===== src/rtl/i3c_ctrl_pkg.sv =====
// ============================================================================
// i3c_ctrl_pkg : shared types for the I3C controller TX path
// Rev 1.0
// ============================================================================
`default_nettype none

package i3c_ctrl_pkg;

  typedef enum logic [1:0] {
    Idle     = 2'd0,
    WaitIdle = 2'd1,
    SendByte = 2'd2,
    SendTbit = 2'd3
  } tx_seq_state_e;

  typedef enum logic {
    TbitParity = 1'b0,
    TbitEod    = 1'b1
  } tbit_mode_e;

  // EOD mode reports "more data follows", parity mode makes byte+T odd.
  function automatic logic tbit_calc(tbit_mode_e mode, logic [7:0] data, logic last);
    return (mode == TbitEod) ? ~last : ~^data;
  endfunction

endpackage

`default_nettype wire


===== src/rtl/tx_byte_prefetch.sv =====
// ============================================================================
// tx_byte_prefetch : one-entry valid/ready holding register with flush
// Rev 1.0
// ============================================================================
`default_nettype none

module tx_byte_prefetch
  import i3c_ctrl_pkg::*;
(
  input  logic       clk_i,
  input  logic       rst_ni,
  input  logic       flush_i,
  input  logic       enable_i,
  input  logic [7:0] in_data_i,
  input  logic       in_last_i,
  input  logic       in_valid_i,
  output logic       in_ready_o,
  input  logic       pop_i,
  output logic       full_o,
  output logic [7:0] out_data_o,
  output logic       out_last_o
);

  logic       full_q;
  logic [7:0] data_q;
  logic       last_q;
  logic       w_push;

  assign in_ready_o = ~full_q & enable_i;
  assign w_push     = in_valid_i & in_ready_o;

  // A push wins over a pop in the same cycle, so the entry stays occupied.
  always_ff @(posedge clk_i or negedge rst_ni) begin
    if (!rst_ni) begin
      full_q <= 1'b0;
      data_q <= 8'h00;
      last_q <= 1'b0;
    end else if (flush_i) begin
      full_q <= 1'b0;
    end else if (w_push) begin
      full_q <= 1'b1;
      data_q <= in_data_i;
      last_q <= in_last_i;
    end else if (pop_i) begin
      full_q <= 1'b0;
    end
  end

  assign full_o     = full_q;
  assign out_data_o = data_q;
  assign out_last_o = last_q;

endmodule

`default_nettype wire


===== src/rtl/bus_tx_sequencer.sv =====
// ============================================================================
// bus_tx_sequencer : feeds bus_tx_flow a gap-free byte / T-bit request stream
// Rev 1.0
// ============================================================================
`default_nettype none

module bus_tx_sequencer
  import i3c_ctrl_pkg::*;
#(
  parameter int CntW = 16
) (
  input  logic            clk_i,
  input  logic            rst_ni,
  input  logic            start_i,
  input  logic            abort_i,
  input  logic            tbit_mode_i,
  input  logic [7:0]      tx_data_i,
  input  logic            tx_last_i,
  input  logic            tx_valid_i,
  output logic            tx_ready_o,
  output logic            req_byte_o,
  output logic            req_bit_o,
  output logic [7:0]      req_value_o,
  input  logic            bus_tx_done_i,
  input  logic            bus_tx_idle_i,
  input  logic            req_error_i,
  output logic            busy_o,
  output logic            done_o,
  output logic            underflow_o,
  output logic            error_o,
  output logic [CntW-1:0] byte_count_o
);

  tx_seq_state_e   state_q, state_d;
  tbit_mode_e      mode_q, mode_d;
  logic [7:0]      cur_data_q, cur_data_d;
  logic            cur_last_q, cur_last_d;
  logic            req_byte_q, req_byte_d;
  logic            req_bit_q, req_bit_d;
  logic [7:0]      req_value_q, req_value_d;
  logic            done_q, done_d;
  logic            underflow_q, underflow_d;
  logic            error_q, error_d;
  logic [CntW-1:0] count_q, count_d;

  logic            busy;
  logic            flush;
  logic            pf_pop;
  logic            pf_full;
  logic [7:0]      pf_data;
  logic            pf_last;

  assign busy  = (state_q != Idle);
  assign flush = abort_i | (req_error_i & busy);

  tx_byte_prefetch u_prefetch (
    .clk_i      (clk_i),
    .rst_ni     (rst_ni),
    .flush_i    (flush),
    .enable_i   (busy & ~cur_last_q),
    .in_data_i  (tx_data_i),
    .in_last_i  (tx_last_i),
    .in_valid_i (tx_valid_i),
    .in_ready_o (tx_ready_o),
    .pop_i      (pf_pop),
    .full_o     (pf_full),
    .out_data_o (pf_data),
    .out_last_o (pf_last)
  );

  always_comb begin
    state_d     = state_q;
    mode_d      = mode_q;
    cur_data_d  = cur_data_q;
    cur_last_d  = cur_last_q;
    req_byte_d  = req_byte_q;
    req_bit_d   = req_bit_q;
    req_value_d = req_value_q;
    count_d     = count_q;
    done_d      = 1'b0;
    underflow_d = 1'b0;
    error_d     = 1'b0;
    pf_pop      = 1'b0;

    if (flush) begin
      state_d     = Idle;
      req_byte_d  = 1'b0;
      req_bit_d   = 1'b0;
      req_value_d = 8'h00;
      cur_last_d  = 1'b0;
      error_d     = busy;
    end else begin
      unique case (state_q)
        Idle: begin
          if (start_i) begin
            state_d    = WaitIdle;
            count_d    = '0;
            mode_d     = tbit_mode_e'(tbit_mode_i);
            cur_last_d = 1'b0;
          end
        end
        WaitIdle: begin
          if (bus_tx_idle_i && pf_full) begin
            state_d     = SendByte;
            req_byte_d  = 1'b1;
            req_value_d = pf_data;
            cur_data_d  = pf_data;
            cur_last_d  = pf_last;
            pf_pop      = 1'b1;
          end
        end
        SendByte: begin
          if (bus_tx_done_i) begin
            state_d     = SendTbit;
            req_byte_d  = 1'b0;
            req_bit_d   = 1'b1;
            req_value_d = {7'b0, tbit_calc(mode_q, cur_data_q, cur_last_q)};
          end
        end
        SendTbit: begin
          if (bus_tx_done_i) begin
            count_d = (count_q == {CntW{1'b1}}) ? count_q : count_q + CntW'(1);
            if (cur_last_q) begin
              state_d     = Idle;
              req_bit_d   = 1'b0;
              req_value_d = 8'h00;
              done_d      = 1'b1;
            end else if (pf_full) begin
              // Switch straight to the next byte so bus_tx_flow sees no idle cycle.
              state_d     = SendByte;
              req_bit_d   = 1'b0;
              req_byte_d  = 1'b1;
              req_value_d = pf_data;
              cur_data_d  = pf_data;
              cur_last_d  = pf_last;
              pf_pop      = 1'b1;
            end else begin
              state_d     = Idle;
              req_bit_d   = 1'b0;
              req_value_d = 8'h00;
              underflow_d = 1'b1;
            end
          end
        end
        default: state_d = Idle;
      endcase
    end
  end

  always_ff @(posedge clk_i or negedge rst_ni) begin
    if (!rst_ni) begin
      state_q     <= Idle;
      mode_q      <= TbitParity;
      cur_data_q  <= 8'h00;
      cur_last_q  <= 1'b0;
      req_byte_q  <= 1'b0;
      req_bit_q   <= 1'b0;
      req_value_q <= 8'h00;
      done_q      <= 1'b0;
      underflow_q <= 1'b0;
      error_q     <= 1'b0;
      count_q     <= '0;
    end else begin
      state_q     <= state_d;
      mode_q      <= mode_d;
      cur_data_q  <= cur_data_d;
      cur_last_q  <= cur_last_d;
      req_byte_q  <= req_byte_d;
      req_bit_q   <= req_bit_d;
      req_value_q <= req_value_d;
      done_q      <= done_d;
      underflow_q <= underflow_d;
      error_q     <= error_d;
      count_q     <= count_d;
    end
  end

  assign req_byte_o   = req_byte_q;
  assign req_bit_o    = req_bit_q;
  assign req_value_o  = req_value_q;
  assign busy_o       = busy;
  assign done_o       = done_q;
  assign underflow_o  = underflow_q;
  assign error_o      = error_q;
  assign byte_count_o = count_q;

endmodule

`default_nettype wire


===== config.mk =====
export PLATFORM = sky130hd
export DESIGN_NAME = bus_tx_sequencer
export DESIGN_NICKNAME = d
export VERILOG_FILES = /design/src/rtl/i3c_ctrl_pkg.sv /design/src/rtl/tx_byte_prefetch.sv /design/src/rtl/bus_tx_sequencer.sv
export SDC_FILE = /design/constraint.sdc
export NUM_CORES = 1
export LEC_CHECK = 0
export BUFFER_PORTS_ARGS = -buffer_cell sky130_fd_sc_hd__buf_2
export CORE_MARGIN = 3
export CORE_UTILIZATION = 50
export CTS_CLUSTER_DIAMETER = 50
export DETAILED_ROUTE_END_ITERATION = 10
export PLACE_DENSITY = 0.74
export SLEW_MARGIN = 25
export SYNTH_ARGS = -nofsm -noshare
export SYNTH_HDL_FRONTEND = slang
export SYNTH_SLANG_ARGS = --single-unit

===== constraint.sdc =====
create_clock -name clk_i -period 6.14 [get_ports clk_i]
set_clock_uncertainty 0.1 [all_clocks]
set_input_delay 0.307 -clock clk_i [delete_from_list [all_inputs] [get_ports clk_i]]
set_output_delay 0.307 -clock clk_i [all_outputs]
set_load 0.05 [all_outputs]

==> load_flow_metrics.sql <==
INSERT INTO impl_metrics (metric_group, metric, value, unit) VALUES
('placement', 'place.detailed.instances', '356', ''),
('routing', 'first_pass_iters', '4', ''),
('cells_and_area', 'layout.area.seq', '1280', 'um^2'),
('worst_hold_path', 'classification_of_the_worst_slack_hold_path', 'input pin to async pin', ''),
('timing', 'drv_slew', '0', ''),
('cells_and_area', 'synth_to_final_area_change', '16.4', '%'),
('floorplanning', 'chipWidth', '77.6', 'um'),
('timing', 'fin_crit_sh', '50.7', '%'),
('power', 'total_leakage_power', '0.00139', 'uW'),
('power', 'internal_power', '759', 'uW'),
('yosys', 'synth_fp_nets', '269', ''),
('power', 'switching_share', '41.0', '%'),
('clocking', 'clock_sinks', '51', ''),
('yosys', 'yosysTopAreaCellShare', '49.7', '%'),
('global_route', 'grt_max_degree', '52', ''),
('timing', 'worst-slew-pin-transition', '982', 'ps'),
('clocking', 'clock_insertion_delay_worst_skew', '310', 'ps'),
('cells_and_area', 'multi_input_area', '1230', 'um^2'),
('setup_path', 'worst_path_dominant_cell_family', 'simple AND/OR/NAND/NOR gates', ''),
('routing', 'ant_nets', '0', ''),
('yosys', 'yosys.cell_types.count', '43', ''),
('timing', 'finalCriticalPeriod', '3110', 'ps'),
('run_status', 'violations', 'hold timing', ''),
('timing', 'slew-limit-headroom', '34.0', '%'),
('clocking', 'post_cts_resized', '0', ''),
('cells_and_area', 'fin_nets', '319', ''),
('timing', 'setup_tns', '0', 'ps'),
('placement', 'place.port_buffers', '48', ''),
('yosys', 'synthesis.area', '2570', 'um^2'),
('routing', 'detail_route.drc_violations', '0', ''),
('setup_path', 'reg2reg_slack', '3030', 'ps'),
('routing', 'starting_drc_count_in_detailed_routing', '138', ''),
('clocking', 'clk_pin_slew_worst_paths', '100', 'ps'),
('setup_path', 'critical_path.reg2reg.startpoint', 'state_q[0]', ''),
('global_route', 'grt_pass1_wl', '9450', 'um'),
('timing', 'final-hold-violation-count', '21', ''),
('flow_run', 'cap_violations', '0', ''),
('yosys', 'synth_warnings', '0', ''),
('power', 'clockPowerShare', '18.8', '%'),
('global_route', 'grt_usage', '19.6', '%'),
('floorplanning', 'placement_rows', '25', ''),
('placement', 'detailedPlacementHpwl', '3820', 'um'),
('clocking', 'holdBufCountCts', '0', ''),
('yosys', 'ys_ff_latch', '51', ''),
('clocking', 'cts.root.buffer_cell', 'clkbuf_8', ''),
('setup_path', 'cp_num_buf_inv', '0', ''),
('routing', 'viasPerCell', '5.75', ''),
('timing', 'fin_hold_ws', '-8.48', 'ps'),
('run_status', 'run_status', 'complete, but fails checks', ''),
('power', 'p_switching', '528', 'uW'),
('floorplanning', 'design.die.area', '6030', 'um^2'),
('timing', 'highest_clock_rate', '321', 'MHz'),
('routing', 'drt-total-wl', '5490', 'um'),
('clocking', 'cts_inserted_buffers', '5', ''),
('global_route', 'grt_pass1_vias', '1989', ''),
('setup_path', 'worst-endpoint-required', '6290', 'ps'),
('cells_and_area', 'nFillCells', '421', ''),
('power', 'sequentialPowerShare', '38.5', '%'),
('power', 'ir_drop', '0.218', 'mV'),
('yosys', 'synth-edff-count', '0', ''),
('power', 'combinationalPowerShare', '42.7', '%'),
('setup_path', 'worst_r2r_path_depth', '6', ''),
('clocking', 'post-cts-setup-buffer-count', '0', ''),
('setup_path', 'critical_path.max_fanout', '22', ''),
('yosys', 'netlist_instances', '246', ''),
('setup_path', 'path_class', 'flip-flop to flip-flop', ''),
('clocking', 'maximum_level_of_the_cts_h_tree', '2', ''),
('setup_path', 'worstSetupEndpointType', 'flip-flop', ''),
('cells_and_area', 'num_antenna_cells', '0', ''),
('clocking', 'clockBufferDepth', '2', ''),
('timing', 'grt_setup_unrepaired', 'false', '');
[worst register-to-register path: stages (launching register included)]
cell and delay [ps]:
dfrtp_1 420, ha_1 670, nand2_1 260, o32ai_2 410
o311ai_2 390, or4b_2 700, nand3_1 100
[sequential cells by signal, indices dropped and copies added (netlist names)]
signal                 flops
underflow_o                1
error_o                    1
req_value_o                8
req_byte_o                 1
u_prefetch.full_o          1
req_bit_o                  1
done_o                     1
cur_last_q                 1
byte_count_o              16
u_prefetch.out_data_o      8
u_prefetch.out_last_o      1
mode_q                     1
cur_data_q                 8
state_q                    2
[worst max path at each step]
| stage | from | to | slack [ps] | cells after the start |
|---|---|---|---|---|
| after floorplan | state_q[0] | u_prefetch.out_data_o[0] | 3060 | 5 |
| after global placement | state_q[1] | byte_count_o[4] | 3250 | 6 |
| after detailed placement | state_q[0] | byte_count_o[4] | 3100 | 6 |
| after CTS | state_q[0] | byte_count_o[4] | 3060 | 6 |
| after global routing | state_q[0] | byte_count_o[4] | 2840 | 6 |
| final | state_q[0] | byte_count_o[4] | 3030 | 6 |
[cells in the final DEF, fill, tap and decap left out, drive strengths merged, types with 7 or more instances in the layout]
cell / Yosys / layout
a21oi: 19 / 19
a22o: 10 / 10
buf: 1 / 49
dfrtp: 51 / 51
inv: 8 / 9
mux2: 18 / 18
nand2: 20 / 20
nand3: 13 / 13
nor2: 12 / 12
nor3: 7 / 7
o21ai: 19 / 19
or4: 7 / 7
xnor2: 7 / 7
[cell type report]
| cell class | instances | share of cell area [%] |
|---|---|---|
| multi-input cells | 181 | 41.3 |
| clock inverters | 3 | 1.59 |
| well taps | 67 | 2.81 |
| clock buffers | 5 | 2.30 |
| flip-flops and latches | 51 | 42.7 |
| repair buffers | 49 | 8.29 |
| inverters | 8 | 1.01 |
[layer usage]
layer / routed length [um] / GRT usage, % / share of wire [%]
met2: 2510 / 29.6 / 46
met1: 2620 / 27.5 / 48
met5: 0 / 0 / 0
met4: 60 / 6.23 / 1.1
met3: 298 / 5.10 / 5.4
[logic make-up (layout without fill, tap and decap cells)]
group                      after synthesis  count (layout)  synth area share, %
adders and majority gates                5               5                 2.44
DFF                                     51              51                 49.7
muxes                                   19              19                 8.29
xor gates and xnor gates                 8               8                 2.73
and+or+nand+nor                         85              85                 18.2
AOI/OAI and AO/OA                       64              64                 16.4
buffers and inverters                   14              65                 2.19
[power groups by stage]
stage	Combinational, uW	Clock (uW)	Sequential [uW]
CTS	554	247	496
finish	550	241	496
detailed placement	551	0	503
global route	599	261	510
global placement	544	0	498
floorplan	360	0	569
[metrics by stage]
| step | hold slack (ps) | setup WS, ps | utilization (%) | cell area [um^2] | total power [uW] |
|---|---|---|---|---|---|
| 2_1_floorplan | -88.6 | 3060 | - | 2570 | 929 |
| 3_3_place_gp | 358 | 3250 | 59.2 | 2870 | 1040 |
| 6_report | -8.48 | 3030 | 61.6 | 2990 | 1290 |
| 3_5_place_dp | 358 | 3100 | 59.2 | 2870 | 1050 |
| 4_1_cts | 22.4 | 3060 | 61.6 | 2990 | 1300 |
| 5_1_grt | 43.7 | 2840 | 61.6 | 2990 | 1370 |
[cell usage after synthesis, drive strengths merged (2+ instances only)]
cell    instances
a22o           10
a21o            2
nand4           3
nand3          13
nor4            3
xnor2           7
o21ai          19
nand2b          2
nor2b           5
or3             6
nor3            7
o31ai           4
inv             8
a21oi          19
mux2           18
nand2          20
or4             7
ha              5
o41ai           2
nor2           12
or4b            2
dfrtp          51
clkbuf          5
(Power assumes the default switching activity.)
